===== src/rtl/data_mem_arb_pkg.sv =====
// Shared types and constants for the data-memory arbiter.
package data_mem_arb_pkg;

  localparam int unsigned DEF_AW = 32;
  localparam int unsigned DEF_DW = 32;

  localparam logic PORT_CPU = 1'b0;
  localparam logic PORT_DBG = 1'b1;

  typedef enum logic [1:0] {
    IDLE   = 2'd0,
    ACCESS = 2'd1,
    RESP   = 2'd2
  } arb_state_e;

endpackage


===== src/rtl/dm_rr_pick.sv =====
// Two-way round-robin picker: a lone requester wins, a tie goes to the port
// that was not granted last.
module dm_rr_pick
  import data_mem_arb_pkg::*;
(
  input  logic [1:0] req_i,
  input  logic       last_grant_i,
  output logic       valid_o,
  output logic       winner_o
);

  always_comb begin
    valid_o  = |req_i;
    winner_o = PORT_CPU;
    case (req_i)
      2'b01:   winner_o = PORT_CPU;
      2'b10:   winner_o = PORT_DBG;
      2'b11:   winner_o = ~last_grant_i;
      default: winner_o = PORT_CPU;
    endcase
  end

endmodule


===== src/rtl/data_mem_arbiter.sv =====
// Round-robin arbiter sharing one single-port, registered-read data memory
// between the CPU MEM stage (port 0) and the debug/loader port (port 1).
module data_mem_arbiter
  import data_mem_arb_pkg::*;
#(
  parameter int unsigned AW = DEF_AW,
  parameter int unsigned DW = DEF_DW
) (
  input  logic          clk,
  input  logic          rst,
  input  logic          req0,
  input  logic          we0,
  input  logic [AW-1:0] A0,
  input  logic [DW-1:0] WD0,
  input  logic          req1,
  input  logic          we1,
  input  logic [AW-1:0] A1,
  input  logic [DW-1:0] WD1,
  output logic          ack0,
  output logic          ack1,
  output logic [DW-1:0] RD0,
  output logic [DW-1:0] RD1,
  output logic [AW-1:0] mem_A,
  output logic [DW-1:0] mem_WD,
  output logic          mem_WE,
  input  logic [DW-1:0] mem_RD,
  output logic          busy
);

  arb_state_e    state_q, state_d;
  logic          owner_q, owner_d;
  logic          last_grant_q, last_grant_d;
  logic          op_wr_q, op_wr_d;
  logic          mem_we_q, mem_we_d;
  logic [AW-1:0] mem_a_q, mem_a_d;
  logic [DW-1:0] mem_wd_q, mem_wd_d;

  logic [1:0]    pick_req;
  logic          pick_valid;
  logic          pick_winner;

  // In RESP only the non-owner is a candidate; nothing is granted in ACCESS.
  always_comb begin
    pick_req = 2'b00;
    case (state_q)
      IDLE:    pick_req = {req1, req0};
      RESP:    pick_req = (owner_q == PORT_CPU) ? {req1, 1'b0} : {1'b0, req0};
      default: pick_req = 2'b00;
    endcase
  end

  dm_rr_pick u_pick (
    .req_i        (pick_req),
    .last_grant_i (last_grant_q),
    .valid_o      (pick_valid),
    .winner_o     (pick_winner)
  );

  // Next-state; pick_valid can only be set in IDLE or RESP.
  always_comb begin
    state_d      = state_q;
    owner_d      = owner_q;
    last_grant_d = last_grant_q;
    op_wr_d      = op_wr_q;
    mem_we_d     = 1'b0;
    mem_a_d      = mem_a_q;
    mem_wd_d     = mem_wd_q;

    case (state_q)
      IDLE:    if (pick_valid) state_d = ACCESS;
      ACCESS:  state_d = RESP;
      RESP:    state_d = pick_valid ? ACCESS : IDLE;
      default: state_d = IDLE;
    endcase

    if (pick_valid) begin
      owner_d      = pick_winner;
      last_grant_d = pick_winner;
      op_wr_d      = (pick_winner == PORT_DBG) ? we1 : we0;
      mem_we_d     = (pick_winner == PORT_DBG) ? we1 : we0;
      mem_a_d      = (pick_winner == PORT_DBG) ? A1  : A0;
      mem_wd_d     = (pick_winner == PORT_DBG) ? WD1 : WD0;
    end
  end

  always_ff @(posedge clk) begin
    if (rst) begin
      state_q      <= IDLE;
      owner_q      <= PORT_CPU;
      last_grant_q <= PORT_DBG;
      op_wr_q      <= 1'b0;
      mem_we_q     <= 1'b0;
      mem_a_q      <= '0;
      mem_wd_q     <= '0;
    end else begin
      state_q      <= state_d;
      owner_q      <= owner_d;
      last_grant_q <= last_grant_d;
      op_wr_q      <= op_wr_d;
      mem_we_q     <= mem_we_d;
      mem_a_q      <= mem_a_d;
      mem_wd_q     <= mem_wd_d;
    end
  end

  // Response path: the registered read word is valid during RESP.
  assign ack0   = (state_q == RESP) && (owner_q == PORT_CPU);
  assign ack1   = (state_q == RESP) && (owner_q == PORT_DBG);
  assign RD0    = (ack0 && !op_wr_q) ? mem_RD : '0;
  assign RD1    = (ack1 && !op_wr_q) ? mem_RD : '0;
  assign busy   = (state_q != IDLE);
  assign mem_A  = mem_a_q;
  assign mem_WD = mem_wd_q;
  assign mem_WE = mem_we_q;

endmodule


===== config.mk =====
export PLATFORM = sky130hd
export DESIGN_NAME = data_mem_arbiter
export DESIGN_NICKNAME = d
export VERILOG_FILES = /design/src/rtl/data_mem_arb_pkg.sv /design/src/rtl/dm_rr_pick.sv /design/src/rtl/data_mem_arbiter.sv
export SDC_FILE = /design/constraint.sdc
export NUM_CORES = 1
export LEC_CHECK = 0
export CAP_MARGIN = 20
export CELL_PAD_IN_SITES_DETAIL_PLACEMENT = 1
export CELL_PAD_IN_SITES_GLOBAL_PLACEMENT = 1
export CORE_MARGIN = 1
export CORE_UTILIZATION = 22
export DETAILED_ROUTE_END_ITERATION = 12
export PLACE_DENSITY = 0.91
export SLEW_MARGIN = 20
export SYNTH_ARGS = -nofsm -noshare
export SYNTH_HDL_FRONTEND = slang
export SYNTH_SLANG_ARGS = --single-unit

===== constraint.sdc =====
create_clock -name clk -period 2.3 [get_ports clk]
set_clock_uncertainty 0.2 [all_clocks]
set_input_delay 0.46 -clock clk [delete_from_list [all_inputs] [get_ports clk]]
set_output_delay 0.46 -clock clk [all_outputs]
set_load 0.02 [all_outputs]

==> impl.org <==
** Finish
- The multi-input combinational cells in the finished layout cover a total of 1870 um^2.
- At the end of the flow, the number of nets in the layout was 787.
- Relative to the synthesized area, the layout overhead comes to 103%.
- Fin util :: 46.5%
- For this run, the number of standard cells in the final layout without fillers is just over 800.
- The number of antenna diodes in the final layout is 0.
- Final non-filler cell area :: between 6000 and 7000 um^2
- Fillers :: roughly 1600
- In the final layout, the share of cells above drive strength 1 is 21.1%.
- Summing all flip-flop and latch instances after layout gives between 1000 and 1500 um^2.

** Worst setup path
- Maximum single-stage delay on the critical path :: roughly 0.60 ns
- Slowest-stage cell, CP :: sky130_fd_sc_hd__clkdlybuf4s50_1
- Highest net fanout along the worst path :: 4
- The worst setup path is captured at an output port.
- Data on the critical path arrives at its endpoint at 1.59 ns.
- The critical path goes through nor3b_4 -> buf_4 -> clkdlybuf4s50_1.
- In this design, the largest share of critical-path delay is due to buffers and inverters.
- The worst setup path is of the reg -> out kind.
- Worst EP required :: about 1.6 ns
- Worst path bufs/invs :: 2
- Kind of start point of the critical path :: register

** Placed design
- Dpl hpwl :: 11700 um
- Placement-stage worst setup slack :: -0.109 ns
- Routability congestion estimate from global placement :: 0.863
- The placed instances occupy a cell area of 6710 um^2.
- Port buffering added between 200 and 300 buffers.
- Counting tap cells, the placed design contains a total of around 790 instances.

** Synth
- Synthesized area per cell :: around 11 um^2
- Of all cell types, the one taking the most synthesized area is sky130_fd_sc_hd__dfxtp_1.
- The synthesized design contains 0 enable-type register cells.
- In the synthesized netlist the dominant register cell turns out to be sky130_fd_sc_hd__dfxtp_1.
- Post-synth top area share :: 41.4%
- The synthesized netlist occupies a cell area of 3390 um^2.
- Ys async rst share :: 0%
- Synthesis produced a netlist with a net count of 479.
- Synth Warn # :: 0
- Synthesis inferred 70 register bits.
- Synth top area cells :: sky130_fd_sc_hd__dfxtp_1, sky130_fd_sc_hd__mux2i_1, sky130_fd_sc_hd__o2bb2ai_1
- Yosys instantiated no cell more often than sky130_fd_sc_hd__dfxtp_1.
- By count the netlist is led by sky130_fd_sc_hd__dfxtp_1, sky130_fd_sc_hd__mux2i_1, sky130_fd_sc_hd__and2_1.
- Sequential elements use 41.4% of the synthesized area.
- Instance count of the mapped netlist :: 313
- Counting distinct cell types in the post-synthesis netlist gives 23.

** STA
- For this run, the top clock speed supported by timing is 0.445 GHz.
- Measured against its own limit, the worst slew margin works out to 72.5%.
- Slew of the pin with the lowest slew margin :: 0.411 ns
- Setup repair after global routing could not meet its margin everywhere.
- Final number of hold-violating endpoints :: 0
- The number of slew-limit violations in the final report came to 0.
- Setup violations remaining at the end of the flow were counted as 0.
- Setup slack on the critical path of the routed design comes to roughly 0.055 ns.
- Min cycle time layout :: 2.25 ns
- In the finished design, the share of the clock period the worst path needs comes to 97.6%.

** Global routing
- The number of global-route vias before repair came to 4212.
- Initial antenna violation count :: 0
- First-pass GRT wire length :: 22100 um
- Total global routing overflow :: 0
- Global routing used 18.2% of the available tracks across all layers.
- Entering global routing, the biggest net connects roughly 70 pins.

** Die
- Initial cell density of the core :: 22.9%
- Number of top-level pins :: around 300
- Cell Rows :: 44
- The die is 126 um tall.
- The total area inside the core boundary comes to 14800 um^2.
- The floorplan step set the die width to 126 um.
- Die Outline Area :: 15900 um^2

** Clock tree
- CTS built an H-tree with a depth of 3.
- Clock tree synthesis inserted a total of 9 buffers.
- Maximum clock path buffer count :: 2
- Clock Tree Root :: sky130_fd_sc_hd__clkbuf_16
- The number of hold buffers added after CTS was 0.
- CTS tree :: built
- Clock-pin slew was measured on the worst setup and hold paths at 0.06 ns.
- The clock reaches the later pin of the worst-skew pair after 0.32 ns.
- Clock net sink count :: 70

** Run status
- Status :: complete, no violations

** Run
- The tool flagged a number of max-cap violations equal to 0.

** Route
- Summed over all layers, the routed wires come to 14600 um.
- In the routed layout, each cell is associated on average with a via count of 4.57.
- After detailed routing, the number of remaining DRC violations is 0.
- In the final routed layout, each cell accounts on average for 18.0 um.
- Count of nets left with antenna violations after detail routing :: 0
- Routed vias :: about 3700
- Number of detailed-routing iterations run before antenna repair :: 4
- The first routing iteration left 65 violations.

** Power and ir drop
- Leakage power :: around 3.1 nW
- Power spread over the standard cell area amounts to 588 nW/um^2.
- Total Power :: approximately 0.0040 W
- VDD sags by at most 0.000272 V.

** Worst hold path
- In this run the worst hold path is classified as reg -> reg.
[per-stage QoR]
stage | setup TNS (ns) | hold slack, ns
floorplan | 0 | 0.248
global placement | -1.64 | 0.245
detailed placement | -4.09 | 0.245
CTS | 0 | 0.264
global route | -0.198 | 0.274
finish | 0 | 0.261
[path summary, 6_finish.rpt]
check                                             start                 endpoint  slack (ns)  depth (start not counted)
worst max register to register     owner_q$_SDFFE_PP0N_   mem_A[13]$_SDFFE_PP0N_        0.45                          6
worst max-delay path            state_q[1]$_SDFFE_PP0P_                     ack0        0.05                          3
worst min register to register  mem_WD[26]$_SDFFE_PP0N_  mem_WD[26]$_SDFFE_PP0N_        0.26                          1
worst min-delay path            mem_WD[26]$_SDFFE_PP0N_  mem_WD[26]$_SDFFE_PP0N_        0.26                          1
[flip-flops by register name, summed over array words and instances, names as in the netlist]
signal	cells
mem_A	32
mem_WD	32
state_q	2
last_grant_q	1
mem_WE	1
op_wr_q	1
owner_q	1
[routing by layer]
metal  global-route usage (%)  vias up  wire length [um]
met1                     16.8     1712              5050
li1                         -     1752                 -
met4                     7.30        0               318
met2                     35.8      211              7970
met3                     6.33       20              1260
met5                        0        -                 0
[power breakdown]
part           internal (W)  switching, W
combinational      0.000671      0.000527
sequential          0.00134     0.0000788
clock              0.000920      0.000502
total               0.00293       0.00111
[placed cells by master, fill, tap and decap left out]
cell and n:
sky130_fd_sc_hd__nand2b_2 1, sky130_fd_sc_hd__nor3b_1 1, sky130_fd_sc_hd__o2bb2ai_1 55, sky130_fd_sc_hd__inv_1 1, sky130_fd_sc_hd__and3b_1 1, sky130_fd_sc_hd__clkbuf_8 3
sky130_fd_sc_hd__nor2b_4 1, sky130_fd_sc_hd__nor2b_1 1, sky130_fd_sc_hd__dfxtp_1 67, sky130_fd_sc_hd__o2bb2ai_2 10, sky130_fd_sc_hd__and2_4 6, sky130_fd_sc_hd__a21oi_1 1
sky130_fd_sc_hd__nand2_1 2, sky130_fd_sc_hd__buf_4 23, sky130_fd_sc_hd__clkbuf_16 10, sky130_fd_sc_hd__nand2b_1 1, sky130_fd_sc_hd__bufinv_16 1, sky130_fd_sc_hd__nor2_1 2
sky130_fd_sc_hd__nand3b_1 2, sky130_fd_sc_hd__a211oi_2 1, sky130_fd_sc_hd__buf_2 48, sky130_fd_sc_hd__clkdlybuf4s50_1 232, sky130_fd_sc_hd__and2_1 58, sky130_fd_sc_hd__buf_12 7
sky130_fd_sc_hd__nor2_4 1, sky130_fd_sc_hd__clkinv_2 1, sky130_fd_sc_hd__mux2i_1 66, sky130_fd_sc_hd__o21ai_0 1, sky130_fd_sc_hd__buf_6 12, sky130_fd_sc_hd__nand4b_1 1
sky130_fd_sc_hd__and2b_2 1, sky130_fd_sc_hd__dlymetal6s2s_1 1, sky130_fd_sc_hd__clkinvlp_4 1, sky130_fd_sc_hd__nor3b_4 1, sky130_fd_sc_hd__or2_2 1, sky130_fd_sc_hd__dfxtp_2 3
[timing repair]
item / 4_1_cts / 5_1_grt
gates resized for setup: 250 / 50
gates cloned: 1 / 1
endpoints found under the hold margin: 0 / 0
endpoints found under the setup margin: 65 / 29
setup buffers: 1 / 0
[cells by family after synthesis]
| family | Yosys count | synth area share (%) |
|---|---|---|
| compound gates | 68 | 19.3 |
| buf+inv | 28 | 4.84 |
| simple gates | 81 | 14.9 |
| flops | 70 | 41.4 |
| mux | 66 | 19.5 |
[layout make-up]
cell class / count / area share, %
Timing Repair Buffer: 324 / 44.4
Multi-Input combinational cell: 215 / 27.2
Sequential cell: 70 / 20.5
Clock buffer: 12 / 3.88
Tap cell: 184 / 3.36
Clock inverter: 3 / 0.620
Inverter: 1 / 0.0547
[worst reg2reg max path, delay by kind of cell (launching register included)]
kind / cells / cell delay (ns)
multiplexers: 1 / 0.21
flip-flops: 1 / 0.36
buffers and inverters: 2 / 0.38
AO/OA/AOI/OAI: 2 / 0.29
AND/OR/NAND/NOR: 1 / 0.34
Note: power is estimated with default switching activity, not from simulation.
